### src/rtl/imem_loader.sv
// Instruction-memory loader: assembles a length-prefixed byte stream from the UART into
// 32-bit words and writes them to the instruction RAM while holding the CPU in reset.
module imem_loader #(
  parameter int unsigned DEPTH   = 256,
  parameter int unsigned TIMEOUT = 100000
) (
  input  logic        clk,
  input  logic        reset,
  input  logic        start,
  input  logic        rx_valid,
  input  logic [7:0]  rx_data,
  output logic        imem_we,
  output logic [31:0] imem_addr,
  output logic [31:0] imem_wdata,
  output logic        cpu_hold,
  output logic        done,
  output logic        err
);

  localparam int unsigned IW = $clog2(TIMEOUT + 1);

  typedef enum logic [2:0] {
    S_IDLE,
    S_LEN_HI,
    S_LEN_LO,
    S_DATA,
    S_DONE,
    S_ERROR
  } state_e;

  state_e        state_q, state_d;
  logic [15:0]   len_q, len_d;
  logic [15:0]   word_idx_q, word_idx_d;
  logic [1:0]    byte_idx_q, byte_idx_d;
  logic [23:0]   acc_q, acc_d;
  logic [IW-1:0] idle_q, idle_d;
  logic          last_q, last_d;
  logic          we_q, we_d;
  logic [31:0]   addr_q, addr_d;
  logic [31:0]   wdata_q, wdata_d;
  logic          timed_out;

  always_ff @(posedge clk) begin
    if (!reset) begin
      state_q    <= S_IDLE;
      len_q      <= '0;
      word_idx_q <= '0;
      byte_idx_q <= '0;
      acc_q      <= '0;
      idle_q     <= '0;
      last_q     <= 1'b0;
      we_q       <= 1'b0;
      addr_q     <= '0;
      wdata_q    <= '0;
    end else begin
      state_q    <= state_d;
      len_q      <= len_d;
      word_idx_q <= word_idx_d;
      byte_idx_q <= byte_idx_d;
      acc_q      <= acc_d;
      idle_q     <= idle_d;
      last_q     <= last_d;
      we_q       <= we_d;
      addr_q     <= addr_d;
      wdata_q    <= wdata_d;
    end
  end

  // This idle cycle would be the TIMEOUT-th consecutive one without a byte.
  assign timed_out = !rx_valid && (idle_q == IW'(TIMEOUT - 1));

  always_comb begin
    state_d    = state_q;
    len_d      = len_q;
    word_idx_d = word_idx_q;
    byte_idx_d = byte_idx_q;
    acc_d      = acc_q;
    idle_d     = idle_q;
    last_d     = last_q;
    we_d       = 1'b0;
    addr_d     = addr_q;
    wdata_d    = wdata_q;

    case (state_q)
      S_IDLE, S_DONE, S_ERROR: begin
        if (start) begin
          state_d    = S_LEN_HI;
          len_d      = '0;
          word_idx_d = '0;
          byte_idx_d = '0;
          acc_d      = '0;
          idle_d     = '0;
          last_d     = 1'b0;
        end
      end

      S_LEN_HI: begin
        if (rx_valid) begin
          len_d[15:8] = rx_data;
          idle_d      = '0;
          state_d     = S_LEN_LO;
        end else if (timed_out) begin
          state_d = S_ERROR;
        end else begin
          idle_d = idle_q + IW'(1);
        end
      end

      S_LEN_LO: begin
        if (rx_valid) begin
          len_d  = {len_q[15:8], rx_data};
          idle_d = '0;
          if (len_d == 16'd0) begin
            state_d = S_DONE;
          end else if ({16'd0, len_d} > DEPTH) begin
            state_d = S_ERROR;
          end else begin
            state_d = S_DATA;
          end
        end else if (timed_out) begin
          state_d = S_ERROR;
        end else begin
          idle_d = idle_q + IW'(1);
        end
      end

      S_DATA: begin
        // last_q marks the cycle the final write is on the bus; the CPU is released after it.
        if (last_q) begin
          last_d  = 1'b0;
          state_d = S_DONE;
        end else if (rx_valid) begin
          idle_d     = '0;
          acc_d      = {acc_q[15:0], rx_data};
          byte_idx_d = byte_idx_q + 2'd1;
          if (byte_idx_q == 2'd3) begin
            we_d       = 1'b1;
            wdata_d    = {acc_q, rx_data};
            addr_d     = {14'd0, word_idx_q, 2'b00};
            word_idx_d = word_idx_q + 16'd1;
            if (word_idx_d == len_q) begin
              last_d = 1'b1;
            end
          end
        end else if (timed_out) begin
          state_d = S_ERROR;
        end else begin
          idle_d = idle_q + IW'(1);
        end
      end

      default: state_d = S_IDLE;
    endcase
  end

  assign imem_we    = we_q;
  assign imem_addr  = addr_q;
  assign imem_wdata = wdata_q;
  assign cpu_hold   = (state_q == S_LEN_HI) || (state_q == S_LEN_LO) || (state_q == S_DATA);
  assign done       = (state_q == S_DONE);
  assign err        = (state_q == S_ERROR);

endmodule

### config.mk
export PLATFORM = sky130hd
export DESIGN_NAME = imem_loader
export DESIGN_NICKNAME = d
export VERILOG_FILES = /design/src/rtl/imem_loader.sv
export SDC_FILE = /design/constraint.sdc
export NUM_CORES = 1
export LEC_CHECK = 0
export BUFFER_PORTS_ARGS = -buffer_cell sky130_fd_sc_hd__buf_2
export CAP_MARGIN = 15
export CORE_MARGIN = 1
export CORE_UTILIZATION = 62
export CTS_BUF_LIST = sky130_fd_sc_hd__clkbuf_8 sky130_fd_sc_hd__clkbuf_16
export DETAILED_ROUTE_END_ITERATION = 16
export PLACE_DENSITY = 0.85
export SKIP_LAST_GASP = 1
export SLEW_MARGIN = 10
export SYNTH_ARGS = -nofsm -noshare
export SYNTH_HDL_FRONTEND = slang
export SYNTH_SLANG_ARGS = --single-unit
### constraint.sdc
create_clock -name clk -period 3.98 [get_ports clk]
set_clock_uncertainty 0.2 [all_clocks]
set_input_delay 0.796 -clock clk [delete_from_list [all_inputs] [get_ports clk]]
set_output_delay 0.796 -clock clk [all_outputs]
set_load 0.02 [all_outputs]
# ---- Word-level counts from Yosys, hierarchy flattened
# Index checks and enable logic that the tools add are counted.
dict set report totals {
  elab_cells 94
  output_inout_bits 68
  ff_bits 128
  in_bits 12
}
dict set report op_classes {
  eq_ne 15
  n_addsub 3
  muxes 38
  reduce_logical 21
  magnitude_cmp 1
  n_bitwise 5
}
# operator count
set op_table {}
lappend op_table {{$mux W24} 3}
lappend op_table {{$mux W17} 4}
lappend op_table {{$mux W16} 4}
lappend op_table {{$pmux W17 S3} 1}
lappend op_table {{$pmux W24 S2} 1}
lappend op_table {{$pmux W16 S2} 1}
lappend op_table {{$mux W3} 8}
lappend op_table {{$pmux W8 S3} 1}
lappend op_table {{$add A17 B1 Y17 const B} 1}
lappend op_table {{$eq A17 B17 Y1 const B} 1}
lappend op_table {{$add A16 B1 Y16 const B} 1}
lappend op_table {{$eq A16 B16 Y1} 1}
lappend op_table {{$gt A16 B9 Y1 const B} 1}
lappend op_table {{$logic_not A16 Y1} 1}
lappend op_table {{$mux W8} 2}
lappend op_table {{$pmux W8 S2} 1}
lappend op_table {{$ne A2 B2 Y1 const B} 6}
lappend op_table {{$pmux W3 S4} 1}
lappend op_table {{$reduce_and A4 Y1} 3}
lappend op_table {{$eq A3 B2 Y1 const B} 2}
lappend op_table {{$eq A3 B3 Y1 const B} 2}
lappend op_table {{$mux W1} 6}
lappend op_table {{$mux W2} 3}
lappend op_table {{$reduce_and A3 Y1} 2}
lappend op_table {{other kinds (18)} 26}

# ---- Longest topological paths before layout
dict set report logic_depth {
  ltp_word 7
  depth_mapped 9
  mapped_depth_nobuf 7
}

# ---- Worst setup path before layout
# OpenSTA, ideal clock, no wires.
dict set report synth_timing {
  path_type {input-to-reg}
  from {input port rx_valid}
  to {register idle_q[16]}
  slack_ns 1.577
  path_stages 6
  path_buffers 1
  setup_time_ns 0.123
  arrival_ns 2.079
  required_time_ns 3.657
  path_cell_list {clkbuf_1 nor3_1 a311o_2 nor4_1 xnor2_1 nor2_1}
}
dict set report synth_via {
  elab_chain_cells 6
}
# element line
set synth_lines {}
lappend synth_lines {{start: declaration} 10} ;# input logic rx_valid,
lappend synth_lines {{$logic_not A1 Y1} 70} ;# assign timed_out = !rx_valid && (idle_q == IW'(TIMEOUT - 1));
lappend synth_lines {{$logic_and A1 B1 Y1} 70}
lappend synth_lines {{$mux W17} --}
lappend synth_lines {{$mux W17 (*)} 98} ;# if (rx_valid) begin
lappend synth_lines {{$mux W17} 129} ;# if (last_q) begin
lappend synth_lines {{$pmux W17 S3 (*)} 84} ;# case (state_q)
lappend synth_lines {{end signal: assignment} 61} ;# idle_q <= idle_d;
lappend synth_lines {{end: declaration} 36} ;# logic [IW-1:0] idle_q, idle_d;
# Every way passes the cells marked *; elsewhere a longest branch is shown, timed or not. The select of a mux whose other input is x is not followed.
# A chain may end at the register's enable or synchronous reset.

# ---- Final worst setup path
dict set report layout_timing {
  from {register state_q[1]}
  to {output port done}
}
dict set report layout_via {
  elab_chain_cells 1
}
# element line
set layout_lines {}
lappend layout_lines {{start: declaration} 31} ;# state_e state_q, state_d;
lappend layout_lines {{start signal: assignment} 56} ;# state_q <= state_d;
lappend layout_lines {{$eq A3 B3 Y1} 160} ;# assign done = (state_q == S_DONE);
lappend layout_lines {{end: declaration} 16} ;# output logic done,
# No other way between the ends.

==> impl_metrics.yaml <==
outcome:
  outcome: "completed"
synth:
  muxShareOfSynthArea_pct: 0.1720
  avgSynthCellArea_um2: 7.698
  postSynthCellCount: 756
  synthArstFlopShare_pct: 0
  synth-adder-area-share_pct: 0.6450
  netlist-cell-type-count: 61
  netlist_area_um2: 5819
  yosys-top-cells-area: "dfxtp_1 (44%), nand2_1 (11%), a21oi_1 (9.3%)"
  synth_top_area_cell: "dfxtp_1"
  synth-main-ff-cell: "dfxtp_1"
  seq_area_frac_synth_pct: 44.03
  synth-compound-area-share_pct: 16.88
  synth_edf_count: 0
  synth_top_family_by_area: "simple AND/OR/NAND/NOR gates"
  yosys.area.top_type_share_pct: 44.03
  yosys.area_share.simple_pct: 26.62
  yosysWarnings: 0
  ys_ff_latch: 128
  synth_xor_area_share_pct: 4.816
floorplanning:
  die_w_um: 98.88
  rows: 34
  placeableCoreArea_um2: 8891
  pin_count: 80
  dieArea_um2: 9777
  die_h_um: 98.88
  initial_core_util_pct: 65.45
cts:
  clkTransAtPathRegs_ns: 0.07
  cts_tree: "yes"
  ctsResizeCount: 0
  h-tree-depth: 4
  postCtsSetupBuffers: 0
  cts_sinks: 128
  clk_latency_ns: 0.54
  cts_buffer_depth: 2
  postCtsHoldBufs: 0
  cts_inserted_buffers: 17
  cts-root-buf: "clkbuf_8"
timing:
  min_period_over_period_pct: 70.99
  tns_ns: 0
  rsz0062_at_grt: "false"
  setup_viol: 0
  slew_headroom_pct: 44.13
  max_freq_mhz: 354.0
  max_slew.worst_pin.slew_ns: 0.8381
  finalCriticalPeriod_ns: 2.825
  drv_slew: 0
  finalHoldViolCount: 0
layout:
  seq_area_um2: 2562
  post_route_cells_drive_above_1_share_pct: 14.75
  multi_input_area_um2: 2925
  final_nets: 809
  finish.utilization_pct: 74.80
  area_growth_pct: 14.28
  n_fill_cell: 670
  design_area_um2: 6650
  antenna_cells: 0
worst_setup_path:
  worstSetupPathType: "reg2out"
  cpPeakStageDelay_ns: 0.53
  crit_chain: "clkinv_1 -> nand2_1 -> nor2_1 -> buf_2"
  cp_slowest_cell: "dfxtp_1"
  worstPathRequired_ns: 2.98
  crit_path_end_kind: "output pin"
  worstPathMaxFanout: 10
  startpoint_type: "register"
  critPathArrivalTime_ns: 1.83
global_route:
  grt_pass1_vias: 4931
  grt_antenna_before_repair: 0
  gr-usage-all-layers_pct: 29.75
  grt_max_degree: 52
  grt_first_pass_wirelength_mm: 23.25
  overflow: 0
power:
  p_sw_uw: 836.8
  p_int_mw: 2.214
  ir_worst_vdd_v: 0.0003147
  clkPwrFrac_pct: 51.2
  comb_power_share_pct: 6.0
  power_frac_seq_pct: 42.8
  p_leak_nw: 2.439
  swShare_pct: 27.43
  p_per_area_nw_per_um2: 458.8
detailed_routing:
  drt_iter0_markers: 369
  firstDrtPassIters: 6
  ant_nets: 0
  remaining_drc_errors: 0
  viasPerCell: 5.942
  drt_wl_total_mm: 14.14
  post_drt_wl_per_cell_um: 15.45
  vias: 5437
placed_design:
  io_buffers: 63
  postPlaceCellArea_um2: 6047
  post-dp-hpwl_mm: 9.327
  gp_congestion: 0.9159
hold_path:
  hold_path.class: "reg2reg"
run:
  max-cap-violations: 0
## logic make-up after synthesis
group / count (synthesis)
AND/OR/NAND/NOR: 341
other: 1
adder cells (fa/ha/maj): 3
AO/OA/AOI/OAI: 170
buffers and inverters: 80
XOR/XNOR: 32
multiplexers: 1
flip-flops: 128
## synth_stat cells (all sizes together), types with 8 or more instances
| library cell | instances |
|---|---|
| a21oi | 110 |
| a22oi | 11 |
| buf | 36 |
| clkbuf | 31 |
| dfxtp | 128 |
| inv | 12 |
| nand2 | 170 |
| nand3 | 40 |
| nand4 | 10 |
| nor2 | 54 |
| nor3 | 16 |
| nor4 | 13 |
| o21ai | 21 |
| or3 | 8 |
| xnor2 | 20 |
| xor2 | 12 |
## metal layers
metal / track usage, % / part of all wire (%) / vias up
li1: - / - / 2641
met1: 36.66 / 43 / 2565
met2: 49.97 / 50 / 198
met3: 6.099 / 5.3 / 33
met4: 13.89 / 2.4 / 0
met5: 0 / 0 / -
## power groups by stage
stage	Clock, mW	Combinational, mW	Sequential, mW
after global routing	1.62	0.200	1.31
after global placement	0	0.176	1.33
after detailed placement	0	0.178	1.33
after floorplan	0	0.153	1.32
after CTS	1.57	0.180	1.30
final	1.56	0.183	1.30
## layout by cell type (no fill, tap or decap), drive strengths merged, types with 3 or more instances in the layout
cell	synthesis	final
dfxtp	128	128
conb	1	16
and3	5	5
nor2	54	54
a21oi	110	110
buf	36	71
or3	8	8
nand3	40	40
o21ai	21	21
inv	12	21
a31oi	5	5
xnor2	20	20
or4	5	5
nor3	16	16
clkinv	1	5
xor2	12	12
nand3b	3	3
nor4	13	13
nor2b	4	4
clkbuf	31	17
ha	3	3
nand2b	3	3
a22oi	11	11
nand2	170	170
nand4	10	10
## metrics by stage
stage / std cells / total power [mW] / hold WS, ns / setup WS [ns]
2_1_floorplan: 771 / 1.477 / 0.2321 / 1.577
3_3_place_gp: 883 / 1.507 / 0.2383 / 1.215
3_5_place_dp: 883 / 1.511 / 0.2433 / 1.123
4_1_cts: 915 / 3.053 / 0.2523 / 1.202
5_1_grt: 915 / 3.129 / 0.2729 / 1.070
6_report: 915 / 3.051 / 0.2519 / 1.155
## cell type report
type / instances / share of cell area, %
multi-input combinational: 563 / 43.99
sequential: 128 / 38.53
clock buffer: 17 / 6.228
timing repair buffer: 71 / 5.644
clock inverter: 15 / 2.841
tap: 108 / 2.032
inverter: 13 / 0.7338
## flip-flops by register name, summed over array words and instances, names as in the netlist
| name | flops |
|---|---|
| state_q | 3 |
| word_idx_q | 16 |
| byte_idx_q | 2 |
| imem_we | 1 |
| len_q | 16 |
| last_q | 1 |
| idle_q | 17 |
| imem_wdata | 32 |
| acc_q | 24 |
| imem_addr | 16 |
## worst paths after layout
check	startpoint	end	slack [ns]	depth (start not counted)
min reg2reg	imem_addr[5]	imem_addr[5]	0.25	2
max	state_q[1]	done	1.15	4
min	imem_addr[5]	imem_addr[5]	0.25	2
max reg2reg	word_idx_q[0]	last_q	1.39	7
## critical path: cells and delay by family (launching register included)
kind          cells  cell delay (ns)
flops             1             0.53
buf+inv           2             0.50
simple gates      2             0.26
Power figures use the tool's default switching activity.
